===== src/rtl/fetch_unit.sv =====
// fetch_unit: issues one instruction read per PC and queues tagged responses for decode
module fetch_unit #(
  parameter int XLEN  = 32,
  parameter int DEPTH = 2
) (
  input  logic            clk,
  input  logic            rst_n,
  input  logic [XLEN-1:0] pc_in,
  output logic            stall_out,
  input  logic            flush,
  output logic            mem_req_valid,
  output logic [XLEN-1:0] mem_req_addr,
  input  logic            mem_req_ready,
  input  logic            mem_resp_valid,
  input  logic [XLEN-1:0] mem_resp_data,
  output logic            dec_valid,
  output logic [XLEN-1:0] dec_instr,
  output logic [XLEN-1:0] dec_pc,
  input  logic            dec_ready
);
  localparam int PW = DEPTH > 1 ? $clog2(DEPTH) : 1;
  localparam int CW = $clog2(DEPTH + 1);
  typedef enum logic [1:0] {IDLE, REQ, WAIT, DRAIN} state_t;
  state_t state_q, state_d;
  logic [CW-1:0] count_q, count_d;
  logic [PW-1:0] wp_q, wp_d, rp_q, rp_d;
  logic [XLEN-1:0] opc_q, opc_d;
  logic [XLEN-1:0] instr_q [DEPTH];
  logic [XLEN-1:0] instr_d [DEPTH];
  logic [XLEN-1:0] pcs_q [DEPTH];
  logic [XLEN-1:0] pcs_d [DEPTH];
  logic fire, push, pop;
  function automatic logic [PW-1:0] nxt(input logic [PW-1:0] p);
    return p == PW'(DEPTH - 1) ? '0 : p + PW'(1);
  endfunction
  always_comb begin
    mem_req_addr = pc_in;
    mem_req_valid = state_q == REQ && !flush && count_q < CW'(DEPTH);
    fire = mem_req_valid && mem_req_ready;
    stall_out = !fire;
    dec_valid = count_q != '0;
    dec_instr = instr_q[rp_q];
    dec_pc = pcs_q[rp_q];
    push = state_q == WAIT && mem_resp_valid && !flush;
    pop = dec_valid && dec_ready && !flush;
    state_d = state_q == IDLE ? REQ :
              state_q == REQ  ? (fire ? WAIT : REQ) :
              mem_resp_valid  ? REQ :
              flush           ? DRAIN : state_q;
    opc_d = fire ? pc_in : opc_q;
    instr_d = instr_q;
    pcs_d = pcs_q;
    if (push) begin
      instr_d[wp_q] = mem_resp_data;
      pcs_d[wp_q] = opc_q;
    end
    wp_d = flush ? '0 : push ? nxt(wp_q) : wp_q;
    rp_d = flush ? '0 : pop ? nxt(rp_q) : rp_q;
    count_d = flush ? '0 : count_q + CW'(push) - CW'(pop);
  end
  always_ff @(posedge clk) begin
    if (!rst_n) begin
      state_q <= IDLE;
      count_q <= '0;
      wp_q <= '0;
      rp_q <= '0;
    end else begin
      state_q <= state_d;
      count_q <= count_d;
      wp_q <= wp_d;
      rp_q <= rp_d;
    end
  end
  always_ff @(posedge clk) begin
    opc_q <= opc_d;
    instr_q <= instr_d;
    pcs_q <= pcs_d;
  end
endmodule


===== config.mk =====
export PLATFORM = sky130hd
export DESIGN_NAME = fetch_unit
export DESIGN_NICKNAME = d
export VERILOG_FILES = /design/src/rtl/fetch_unit.sv
export SDC_FILE = /design/constraint.sdc
export NUM_CORES = 1
export LEC_CHECK = 0
export CELL_PAD_IN_SITES_DETAIL_PLACEMENT = 1
export CELL_PAD_IN_SITES_GLOBAL_PLACEMENT = 1
export CORE_UTILIZATION = 30
export CTS_CLUSTER_SIZE = 12
export DETAILED_ROUTE_END_ITERATION = 10
export PLACE_DENSITY_LB_ADDON = 0.1
export SYNTH_ARGS = -nofsm -noshare
export SYNTH_HDL_FRONTEND = slang
export SYNTH_SLANG_ARGS = --single-unit

===== constraint.sdc =====
create_clock -name clk -period 7.2 [get_ports clk]
set_input_delay 1.44 -clock clk [delete_from_list [all_inputs] [get_ports clk]]
set_output_delay 1.44 -clock clk [all_outputs]
set_load 0.02 [all_outputs]

* Yosys cells after proc, flatten, opt, wreduce, memory -nomap -nowiden
Index checks and enable logic that the tools add are counted.
** Storage, ports and cells
- Bits in registers :: 166
- Bits in latches :: 0
- Bits in writable memories :: 0
- Memory bits (read-only) :: 0
- Input port bits :: 70
- Output and inout bits :: 99
- Logic and storage cells :: 56
- Memories kept :: 0
** Cells by class
- Add/sub/neg operators :: 4
- Multipliers :: 0
- Divide/modulo/power cells :: 0
- Order comparisons :: 4
- Equality and inequality tests :: 2
- Shifts and indexed selects :: 0
- Muxes and demuxes :: 17
- Bitwise logic cells :: 3
- Reductions and logical operators :: 16
** Operators by type and width (number)
- $mux 32 :: 7
- $bwmux 64 :: 2
- $demux 32 s1 :: 1
- $logic_and 1x1->1 :: 8
- $mux 2 :: 4
- $ge 2x2->1 const B :: 2
- $not 1->2 :: 2
- $reduce_bool 4->1 :: 1
- $reduce_or 2->1 :: 2
- $mux 1 :: 3
- $reduce_bool 3->1 :: 1
- $add 1x1->1 const B :: 2
- $add 2x1->2 :: 1
- $eq 2x1->1 const B :: 1
- $eq 2x2->1 const B :: 1
- $logic_not 1->1 :: 2
- $logic_not 2->1 :: 1
- $lt 2x1->1 const B :: 1
- $lt 2x2->1 const B :: 1
- $reduce_bool 2->1 :: 1
- $sub 2x1->2 :: 1
- $not 1->1 :: 1

* Longest topological paths before layout
Gate-level depths: netlist of the first run.
- Depth in word-level cells :: 7
- Depth in mapped cells :: 8
- Depth with buffers taken out :: 7

* Worst setup path after synthesis of the first run
No wires, ideal clock.
- Path type :: in2reg
- Start :: in flush
- End :: reg instr_q[32] (netlist bit) (enable)
- Setup time :: 0.487 ns
- Data arrival time :: 4.624 ns
- Data required time :: 6.713 ns
- Path slack :: 2.089 ns
- Stages on the path :: 4
- Cell sequence :: buf_6 > and4bb_2 > inv_1 > nor2_1
** Between the ends
- Longest elaborated chain between the ends :: 2
** RTL lines
- start, declared :: line 10 : input logic flush,
- $logic_not 1->1 :: line 44 : push = state_q == WAIT && mem_resp_valid && !flush;
- $logic_and 1x1->1 :: line 44
- end signal, assigned :: line 76 : instr_q <= instr_d;
- end, declared :: line 28 : logic [XLEN-1:0] instr_q [DEPTH];
No other way between the ends.
A chain may end at the register's enable or synchronous reset.

* Worst setup path after layout of the first run
- Start :: in flush
- End :: out mem_req_valid
** Between the ends
- Longest elaborated chain between the ends :: 3
** RTL lines
- $logic_not 1->1 :: line 38 : mem_req_valid = state_q == REQ && !flush && count_q < CW'(DEPTH);
- $logic_and 1x1->1 (2 in series) :: line 38
- end, declared :: line 11 : output logic mem_req_valid,
No other way between the ends.

==> results of run 1 <==
==> how the worst max path moves through the flow <==
| stage | start | endpoint | slack [ns] | depth (start not counted) |
|---|---|---|---|---|
| after floorplan | flush | instr_q[32] | 2.09 | 4 |
| after global placement | flush | mem_req_valid | 2.70 | 3 |
| after detailed placement | flush | mem_req_valid | 2.62 | 3 |
| after CTS | flush | mem_req_valid | 2.62 | 3 |
| after global routing | flush | mem_req_valid | 2.54 | 3 |
| final | flush | mem_req_valid | 2.63 | 3 |
==> sequential cells by signal, indices dropped and copies added (netlist names) <==
name / cells
state_q: 2
wp_q: 1
count_q: 2
instr_q: 64
opc_q: 32
rp_q: 1
pcs_q: 64
==> cell usage after synthesis (all sizes together) <==
| cell | count |
|---|---|
| edfxtp | 160 |
| mux2 | 64 |
| buf | 40 |
| dfxtp | 6 |
| inv | 3 |
| and2 | 2 |
| ha | 2 |
| mux2i | 2 |
| nand3b | 2 |
| nor2 | 2 |
| nor4b | 2 |
| or3b | 2 |
| a211oi | 1 |
| a31o | 1 |
| and3b | 1 |
| and4bb | 1 |
| nand2 | 1 |
| nor3 | 1 |
| nor3b | 1 |
| o21ai | 1 |
| or2 | 1 |
| xnor3 | 1 |
==> layer usage <==
| layer | GRT usage (%) | up-vias |
|---|---|---|
| met4 | 5.42 | 0 |
| met3 | 4.08 | 12 |
| met2 | 19.8 | 115 |
| li1 | - | 1421 |
| met5 | 0 | - |
| met1 | 13.5 | 1519 |
==> power breakdown <==
group          internal, mW  total, mW  switching (mW)
logic                0.0558     0.0938          0.0379
clock network         0.480      0.854           0.374
registers              1.06       1.07         0.00346
total                  1.60       2.01           0.416
==> cell families (layout without fill, tap and decap cells) <==
group,after synthesis,in the layout,share of synthesized area [%]
AND/OR/NAND/NOR,16,16,2.09
XOR/XNOR,1,1,0.365
buffers and inverters,43,204,5.08
flip-flops,166,166,79.7
adder cells (fa/ha/maj),2,2,0.405
multiplexers,66,66,12.0
AO/OA/AOI/OAI,3,3,0.344
==> final cells by class <==
class,count,area share (%)
clock buffer,18,5.07
clock inverter,14,1.46
inverter,3,0.133
multi-input combinational,88,11.2
sequential,166,58.2
tap,270,3.99
timing repair buffer,169,19.9
==> per-stage QoR <==
stage / setup slack [ns] / utilization (%) / power [mW]
6_report: 2.63 / 41.9 / 2.01
5_1_grt: 2.54 / 41.9 / 2.09
4_1_cts: 2.62 / 41.9 / 2.05
3_5_place_dp: 2.62 / 39.1 / 1.18
3_3_place_gp: 2.70 / 39.1 / 1.18
2_1_floorplan: 2.09 / - / 1.13
==> worst max-delay path, stage by stage <==
cell and delay [ns]:
clkdlybuf4s50_1 0.59, nor4b_4 0.43, clkdlybuf4s50_1 0.67
==> metrics.md, run 1 <==
| Metric | Value |
|---|---|
| Die height | `145 µm` |
| WL/cell | `16.4 µm` |
| Synthesized flop and latch total | `166` |
| RSZ-0062 raised after global routing | `false` |
| Multi-input gate area in the final layout | `950 µm²` |
| Clk slew on worst S/H paths | `0.06 ns` |
| CTS Hold Bufs | `0` |
| Min-delay src | `opc_q[1]` |
| H-tree levels | `4` |
| Synth top area cells | `edfxtp_1, mux2_2, buf_4` |
| Pwr Density | `238 nW/µm²` |
| First-pass GRT wire length | `18600 µm` |
| Routed wire length | `11900 µm` |
| Req. time, crit path | `5.76 ns` |
| CTS buffer count | `17` |
| Final Net Count | `517` |
| Register area | `4930 µm²` |
| Crit Path Max Fanout | `10` |
| Syn Area/Cell | `20.8 µm²` |
| Worst Hold Class | `register to register` |
| GRT overflow | `0` |
| Post-Syn Instances | `297` |
| Placeable Area | `20200 µm²` |
| Leakage power | `2.77 nW` |
| Placement-stage cell area | `7920 µm²` |
| Fin cells | `728` |
| DRT Pass-1 Iters | `4` |
| Final hold violation count | `0` |
| Post-CTS Setup Repair Bufs | `0` |
| Root cell of the clock tree | `clkbuf_16` |
| Met3 Wirelength | `767 µm` |
| DRC errors left | `0` |
| Cells after DPL | `696` |
| Routability cong. | `0.692` |
| CP endpoint kind | `primary output` |
| Worst rel slew slack | `28.7%` |
| Flop2flop setup slack | `4.64 ns` |
| Outcome | `finished clean` |
| Clock sink count | `166` |
| Yosys warns | `0` |
| # resized after CTS | `0` |
| Final setup fails | `0` |
| Hold_ws | `0.444 ns` |
| PortBufs | `168` |
| Fraction of layout cells with a size suffix above 1 | `22.7%` |
| Metal2 WL | `5840 µm` |
| Ports | `169` |
| Unique cell type count in the Yosys netlist | `25` |
| DR vias | `3067` |
| Hold path depth | `0` |
| GR Util All Layers | `11.8%` |
| R2R Path End | `pcs_q[62]` |
| Top cell type's share of synthesized area | `77.8%` |
| Diode count | `0` |
| Vias per std cell | `4.21` |
| Largest net degree at the start of global routing | `67` |
| Post-synthesis sequential area ratio | `79.7%` |
| Metal-1 WL | `5110 µm` |
| Synthesized area | `6180 µm²` |
| TritonCTS clock tree | `built` |
| Period utilization | `63.5%` |
| Die span in x | `145 µm` |
| Max Cap Viol | `0` |
| Clock buffer depth | `2` |
| Setup CP Type | `primary input to primary output` |
| Fill count | `1965` |
| Minimum clock period | `4.57 ns` |
| Max VDD drop | `0.151 mV` |
| Number of global-route vias before repair | `3481` |
| Syn Nets | `369` |
| Final ANT Viol Nets | `0` |
| CP Launch Type | `primary input` |
| Synth area leader | `edfxtp_1` |
| Most frequent cells in the layout | `clkdlybuf4s50_1, edfxtp_1, mux2_2` |
| Initial antenna violation count | `0` |
| Die area | `21200 µm²` |
| Fmax | `0.219 GHz` |
| Area Overhead vs Synth | `37.1%` |
| 1st-iter DRT viols | `101` |
| Max Used Layer | `met4` |
| Reg-to-Reg Start | `state_q[1]` |
| Worst path arrival time | `3.13 ns` |
| Final HPWL DP | `7140 µm` |
| R2R depth | `4` |
| Most common cell after layout, fill and taps aside | `clkdlybuf4s50_1` |
| Hold Crit Endpoint | `pcs_q[33]` |
| Slew Limit Fails | `0` |
| Clk_lat worst skew | `0.42 ns` |
| FP Rows | `52` |
| Setup TNS | `0 ns` |
| Skew final | `0.00802 ns` |
| Least-Margin Pin Slew | `1.07 ns` |
| Starting density of the core | `30.5%` |
| Design area | `8470 µm²` |
Power figures use the tool's default switching activity.
==> run 2, diff against run 1 <==
==> constraint.sdc (replaced) <==
create_clock -name clk -period 4.7 [get_ports clk]
set_input_delay 0.94 -clock clk [delete_from_list [all_inputs] [get_ports clk]]
set_output_delay 0.94 -clock clk [all_outputs]
set_load 0.02 [all_outputs]
==> metrics.md, run 2 (synthesis gave the netlist of run 1 again) <==
| Metric | Value |
|---|---|
| Ports | `169 (unchanged)` |
| Post-CTS Setup Repair Bufs | `0 (unchanged)` |
| CTS buffer count | `17 (unchanged)` |
| Number of global-route vias before repair | `3442 (was 3481)` |
| Crit Path Max Fanout | `10 (unchanged)` |
| DRT Pass-1 Iters | `6 (was 4)` |
| Period utilization | `75.9%` |
| Final Util | `42.0% (was 41.9%)` |
| Diode count | `0 (unchanged)` |
| CP Launch Type | `primary input (unchanged)` |
| Die area | `21200 µm² (unchanged)` |
| Worst path max stage delay | `0.67 ns (about the same)` |
| Worst rel slew slack | `36.2% (was 28.7%)` |
| 1st-iter DRT viols | `113 (was 101)` |
| Final HPWL DP | `7030 µm (was 7140 µm)` |
| Cell Chain, Critical Path | `clkdlybuf4s50_1 > nor4b_4 > clkdlybuf4s50_1 (unchanged)` |
| Max Cap Viol | `0 (unchanged)` |
| CP endpoint kind | `primary output (unchanged)` |
| Starting density of the core | `30.5% (unchanged)` |
| Die span in x | `145 µm (unchanged)` |
| Largest net degree at the start of global routing | `67 (unchanged)` |
| Power after layout | `3.11 mW (was 2.01 mW)` |
| Slew Limit Fails | `0 (unchanged)` |
| Max VDD drop | `0.243 mV (was 0.151 mV)` |
| Worst path arrival time | `2.63 ns (was 3.13 ns)` |
| Pwr Density | `366 nW/µm² (was 238 nW/µm²)` |
| PortBufs | `168 (unchanged)` |
| # resized after CTS | `0 (unchanged)` |
| DRC errors left | `0 (unchanged)` |
| Least-Margin Pin Slew | `0.957 ns (was 1.07 ns)` |
| Worst Hold Class | `register to register (unchanged)` |
| Fin cells | `729 (was 728)` |
| Final Net Count | `518 (was 517)` |
| Routability cong. | `0.700 (was 0.692)` |
| Root cell of the clock tree | `clkbuf_16 (unchanged)` |
| Final hold violation count | `0 (unchanged)` |
| FP Rows | `52 (unchanged)` |
| Req. time, crit path | `3.76 ns (was 5.76 ns)` |
| First-pass GRT wire length | `18600 µm (unchanged)` |
| Cells after DPL | `697 (was 696)` |
| Register area | `4930 µm² (unchanged)` |
| Fmax | `0.280 GHz` |
| Skew final | `0.0130 ns (was 0.00802 ns)` |
| Final ANT Viol Nets | `0 (unchanged)` |
| Most common cell after layout, fill and taps aside | `clkdlybuf4s50_1 (unchanged)` |
| H-tree levels | `4 (unchanged)` |
| WL/cell | `16.2 µm (was 16.4 µm)` |
| Fraction of layout cells with a size suffix above 1 | `22.9% (was 22.7%)` |
| Fill count | `1958 (was 1965)` |
| DR vias | `3086 (was 3067)` |
| Clock buffer depth | `2 (unchanged)` |
| Routed wire length | `11800 µm (was 11900 µm)` |
| Initial antenna violation count | `0 (unchanged)` |
| Setup CP Type | `primary input to primary output (unchanged)` |
| Final setup fails | `0 (unchanged)` |
| RSZ-0062 raised after global routing | `false (unchanged)` |
| Most frequent cells in the layout | `clkdlybuf4s50_1, edfxtp_1, mux2_2 (unchanged)` |
| CP startpoint | `flush (unchanged)` |
| CP most frequent cell | `clkdlybuf4s50_1 (unchanged)` |
| Minimum clock period | `3.57 ns` |
| TritonCTS clock tree | `built (unchanged)` |
| Area Overhead vs Synth | `37.7% (was 37.1%)` |
| Clock sink count | `166 (unchanged)` |
| Outcome | `finished clean (unchanged)` |
| Setup TNS | `0 ns (unchanged)` |
| Vias per std cell | `4.23 (was 4.21)` |
| Multi-input gate area in the final layout | `950 µm² (unchanged)` |
| Reg-to-Reg Start | `state_q[1] (unchanged)` |
| Leakage power | `2.77 nW (about the same)` |
| GRT overflow | `0 (unchanged)` |
| Die height | `145 µm (unchanged)` |
| Placeable Area | `20200 µm² (unchanged)` |
| Biggest regs | `instr_q x64, pcs_q x64, opc_q x32 (unchanged)` |
| GR Util All Layers | `11.9% (was 11.8%)` |
| Clk_lat worst skew | `0.43 ns (was 0.42 ns)` |
| CTS Hold Bufs | `0 (unchanged)` |
| Highest-delay cell along the critical path | `clkdlybuf4s50_1 (unchanged)` |
| Clk slew on worst S/H paths | `0.06 ns (about the same)` |
| Min-delay src | `opc_q[19] (was opc_q[1])` |
[run 2: cell count changes in the layout (fill, tap and decap cells not counted), sizes merged]
| cell | delta |
|---|---|
| clkinvlp | +2 |
| clkinv | -2 |
| buf | +1 |
[run 2: worst paths after layout]
| path | to | slack, ns | cells after the start |
|---|---|---|---|
| max | mem_req_valid | 1.13 | 3 |
| min | pcs_q[51] | 0.45 | 0 |
| max reg2reg | opc_q[27] | 2.78 | 2 |
| min reg2reg | pcs_q[51] | 0.45 | 0 |
[run 2: cell type report]
class,count,share of cell area [%]
Tap cell,270,3.97
Inverter,3,0.132
Clock buffer,18,5.05
Multi-Input combinational cell,88,11.2
Timing Repair Buffer,170,20.1
Sequential cell,166,58.0
Clock inverter,14,1.63
[run 2: per-layer routing]
| layer | up-vias | GRT usage [%] | share of wire (%) |
|---|---|---|---|
| li1 | 1419 | - | - |
| met4 | 0 | 5.53 | 1.8 |
| met2 | 118 | 19.1 | 47 |
| met3 | 15 | 4.48 | 6.5 |
| met1 | 1534 | 14.1 | 44 |
| met5 | - | 0 | 0 |
[run 2: critical path: cells and delay by family]
kind / cells / cell delay (ns)
buf+inv: 2 / 1.27
simple gates: 1 / 0.42
[run 2: per-stage QoR]
step	hold WS [ns]	setup slack [ns]	cell area, µm²
final	0.446	1.13	8500
after global placement	0.423	1.18	7940
after floorplan	0.421	0.0888	6180
after CTS	0.445	1.12	8500
after global routing	0.461	1.04	8500
after detailed placement	0.431	1.13	7940
[run 2: where the power goes]
group	switching (mW)	leakage [nW]	total (mW)	internal [mW]
Combinational	0.0581	1.01	0.144	0.0859
Clock	0.592	0.270	1.33	0.742
Sequential	0.00508	1.49	1.63	1.63
==> run 3, diff against run 2 <==
==> constraint.sdc (replaced) <==
create_clock -name clk -period 3.3 [get_ports clk]
set_input_delay 0.66 -clock clk [delete_from_list [all_inputs] [get_ports clk]]
set_output_delay 0.66 -clock clk [all_outputs]
set_load 0.02 [all_outputs]
==> metrics.md, run 3 (synthesis gave the netlist of run 1 again) <==
| Metric | Value |
|---|---|
| Outcome | `finished clean (unchanged)` |
| Crit Path Max Fanout | `27 (was 10)` |
| Biggest regs | `instr_q x64, pcs_q x64, opc_q x32 (unchanged)` |
| CTS buffer count | `17 (unchanged)` |
| Skew final | `0.00690 ns (was 0.0130 ns)` |
| Final Net Count | `524 (was 518)` |
| Worst path max stage delay | `0.63 ns (was 0.67 ns)` |
| Final setup fails | `0 (unchanged)` |
| Worst rel slew slack | `70.8% (was 36.2%)` |
| Minimum clock period | `2.98 ns` |
| Leakage power | `2.83 nW (was 2.77 nW)` |
| Clock buffer depth | `2 (unchanged)` |
| Req. time, crit path | `2.64 ns (was 3.76 ns)` |
| Clk slew on worst S/H paths | `0.06 ns (about the same)` |
| Die span in x | `145 µm (unchanged)` |
| Hold_ws | `0.446 ns (about the same)` |
| Fraction of layout cells with a size suffix above 1 | `23.9% (was 22.9%)` |
| FP Rows | `52 (unchanged)` |
| Vias per std cell | `4.23 (about the same)` |
| Clk_lat worst skew | `0.41 ns (was 0.43 ns)` |
| Pwr Density | `523 nW/µm² (was 366 nW/µm²)` |
| Diode count | `0 (unchanged)` |
| Min-delay src | `opc_q[0] (was opc_q[19])` |
| Max VDD drop | `0.328 mV (was 0.243 mV)` |
| DRC errors left | `0 (unchanged)` |
| TritonCTS clock tree | `built (unchanged)` |
| 1st-iter DRT viols | `100 (was 113)` |
| First-pass GRT wire length | `19100 µm (was 18600 µm)` |
| Max Cap Viol | `0 (unchanged)` |
| # resized after CTS | `0 (unchanged)` |
| RSZ-0062 raised after global routing | `false (unchanged)` |
| DR vias | `3110 (was 3086)` |
| CP Launch Type | `register (was primary input)` |
| Ports | `169 (unchanged)` |
| R2R depth | `7 (was 2)` |
| Placeable Area | `20200 µm² (unchanged)` |
| Area Overhead vs Synth | `39.6% (was 37.7%)` |
| Die height | `145 µm (unchanged)` |
| DRT Pass-1 Iters | `4 (was 6)` |
| Reg-to-Reg Start | `state_q[1] (unchanged)` |
| Fin worst setup slack | `0.323 ns (was 1.13 ns)` |
| GRT overflow | `0 (unchanged)` |
| Final ANT Viol Nets | `0 (unchanged)` |
| Die area | `21200 µm² (unchanged)` |
| Cell Chain, Critical Path | `buf_4 > mux2_2 > clkdlybuf4s50_1 (was clkdlybuf4s50_1 > nor4b_4 > clkdlybuf4s50_1)` |
| Highest-delay cell along the critical path | `dfxtp_4 (was clkdlybuf4s50_1)` |
| Post-CTS Setup Repair Bufs | `0 (unchanged)` |
| Routed wire length | `12200 µm (was 11800 µm)` |
| Setup CP Type | `register to primary output (was primary input to primary output)` |
| Least-Margin Pin Slew | `0.438 ns (was 0.957 ns)` |
| R2R Path End | `count_q[1] (was opc_q[27])` |
| Setup TNS | `0 ns (unchanged)` |
| Worst path arrival time | `2.32 ns (was 2.63 ns)` |
| Flop2flop setup slack | `1.60 ns (was 2.78 ns)` |
| CTS Hold Bufs | `0 (unchanged)` |
| Power after layout | `4.51 mW (was 3.11 mW)` |
| Most frequent cells in the layout | `clkdlybuf4s50_1, edfxtp_1, mux2_2 (unchanged)` |
| Routability cong. | `0.700 (about the same)` |
| Most common cell after layout, fill and taps aside | `clkdlybuf4s50_1 (unchanged)` |
| Pre-CTS WS | `0.442 ns (was 1.13 ns)` |
| Root cell of the clock tree | `clkbuf_16 (unchanged)` |
| Clock sink count | `166 (unchanged)` |
| CP endpoint kind | `primary output (unchanged)` |
| Buf/Inv on CP | `2 (unchanged)` |
| WL/cell | `16.6 µm (was 16.2 µm)` |
| Largest net degree at the start of global routing | `38 (was 67)` |
| Fmax | `0.336 GHz` |
| Hold path depth | `0 (unchanged)` |
| Worst Hold Class | `register to register (unchanged)` |
| PortBufs | `168 (unchanged)` |
| Initial antenna violation count | `0 (unchanged)` |
| Slew Limit Fails | `0 (unchanged)` |
| Final hold violation count | `0 (unchanged)` |
| Hold Crit Endpoint | `pcs_q[0] (was pcs_q[51])` |
| Final HPWL DP | `7640 µm (was 7030 µm)` |
| H-tree levels | `4 (unchanged)` |
| GR Util All Layers | `12.2% (was 11.9%)` |
| Number of global-route vias before repair | `3484 (was 3442)` |
| Starting density of the core | `30.5% (unchanged)` |
| CP top delay family | `buffers and inverters (unchanged)` |
| Period utilization | `90.2%` |
run 3: cell types whose count changed in the layout (fill, tap and decap cells not counted), sizes merged:
cell      delta
inv          +1
clkbuf       -1
buf          +6
clkinvlp     -1
bufinv       +1
run 3: layout make-up:
| type | count | area [µm²] |
|---|---|---|
| flip-flops and latches | 166 | 4930 |
| clock buffers | 17 | 425 |
| clock inverters | 15 | 165 |
| fillers | 1959 | 11600 |
| well taps | 270 | 338 |
| repair buffers | 176 | 1800 |
| multi-input cells | 88 | 950 |
| inverters | 3 | 11.3 |
run 3: worst reg2reg max path, stage by stage (launching register included):
cell,delay (ns)
dfxtp_1,0.42
and4bb_2,0.30
inv_1,0.09
ha_1,0.28
inv_1,0.06
ha_1,0.14
xnor3_1,0.20
nor3_1,0.13
run 3: power breakdown:
group / internal, mW / switching, mW / leakage (nW)
registers: 2.32 / 0.00715 / 1.49
logic: 0.125 / 0.0854 / 1.05
clock network: 1.13 / 0.837 / 0.285
run 3: how the worst max path moves through the flow:
stage,start,cells past startpoint,to,slack [ns]
2_1_floorplan,flush,4,instr_q[32],0.06
6_report,rp_q,3,dec_instr[26],0.32
3_3_place_gp,flush,3,mem_req_valid,0.51
5_1_grt,rp_q,3,dec_instr[17],0.18
3_5_place_dp,flush,3,mem_req_valid,0.44
4_1_cts,rp_q,3,dec_instr[17],0.23
run 3: stage by stage:
step,cell area (µm²),util [%],instances
3_5_place_dp,8030,39.7,703
5_1_grt,8620,42.6,735
3_3_place_gp,8030,39.7,703
2_1_floorplan,6180,-,297
6_report,8620,42.6,735
4_1_cts,8620,42.6,735
run 3: metal layers:
metal  GRT usage [%]  vias to the layer above  share of wire [%]
li1                -                     1432                  -
met1            14.6                     1552                 44
met2            19.7                      116                 49
met3            4.29                       10                6.4
met4            5.37                        0                1.3
met5               0                        -                  0
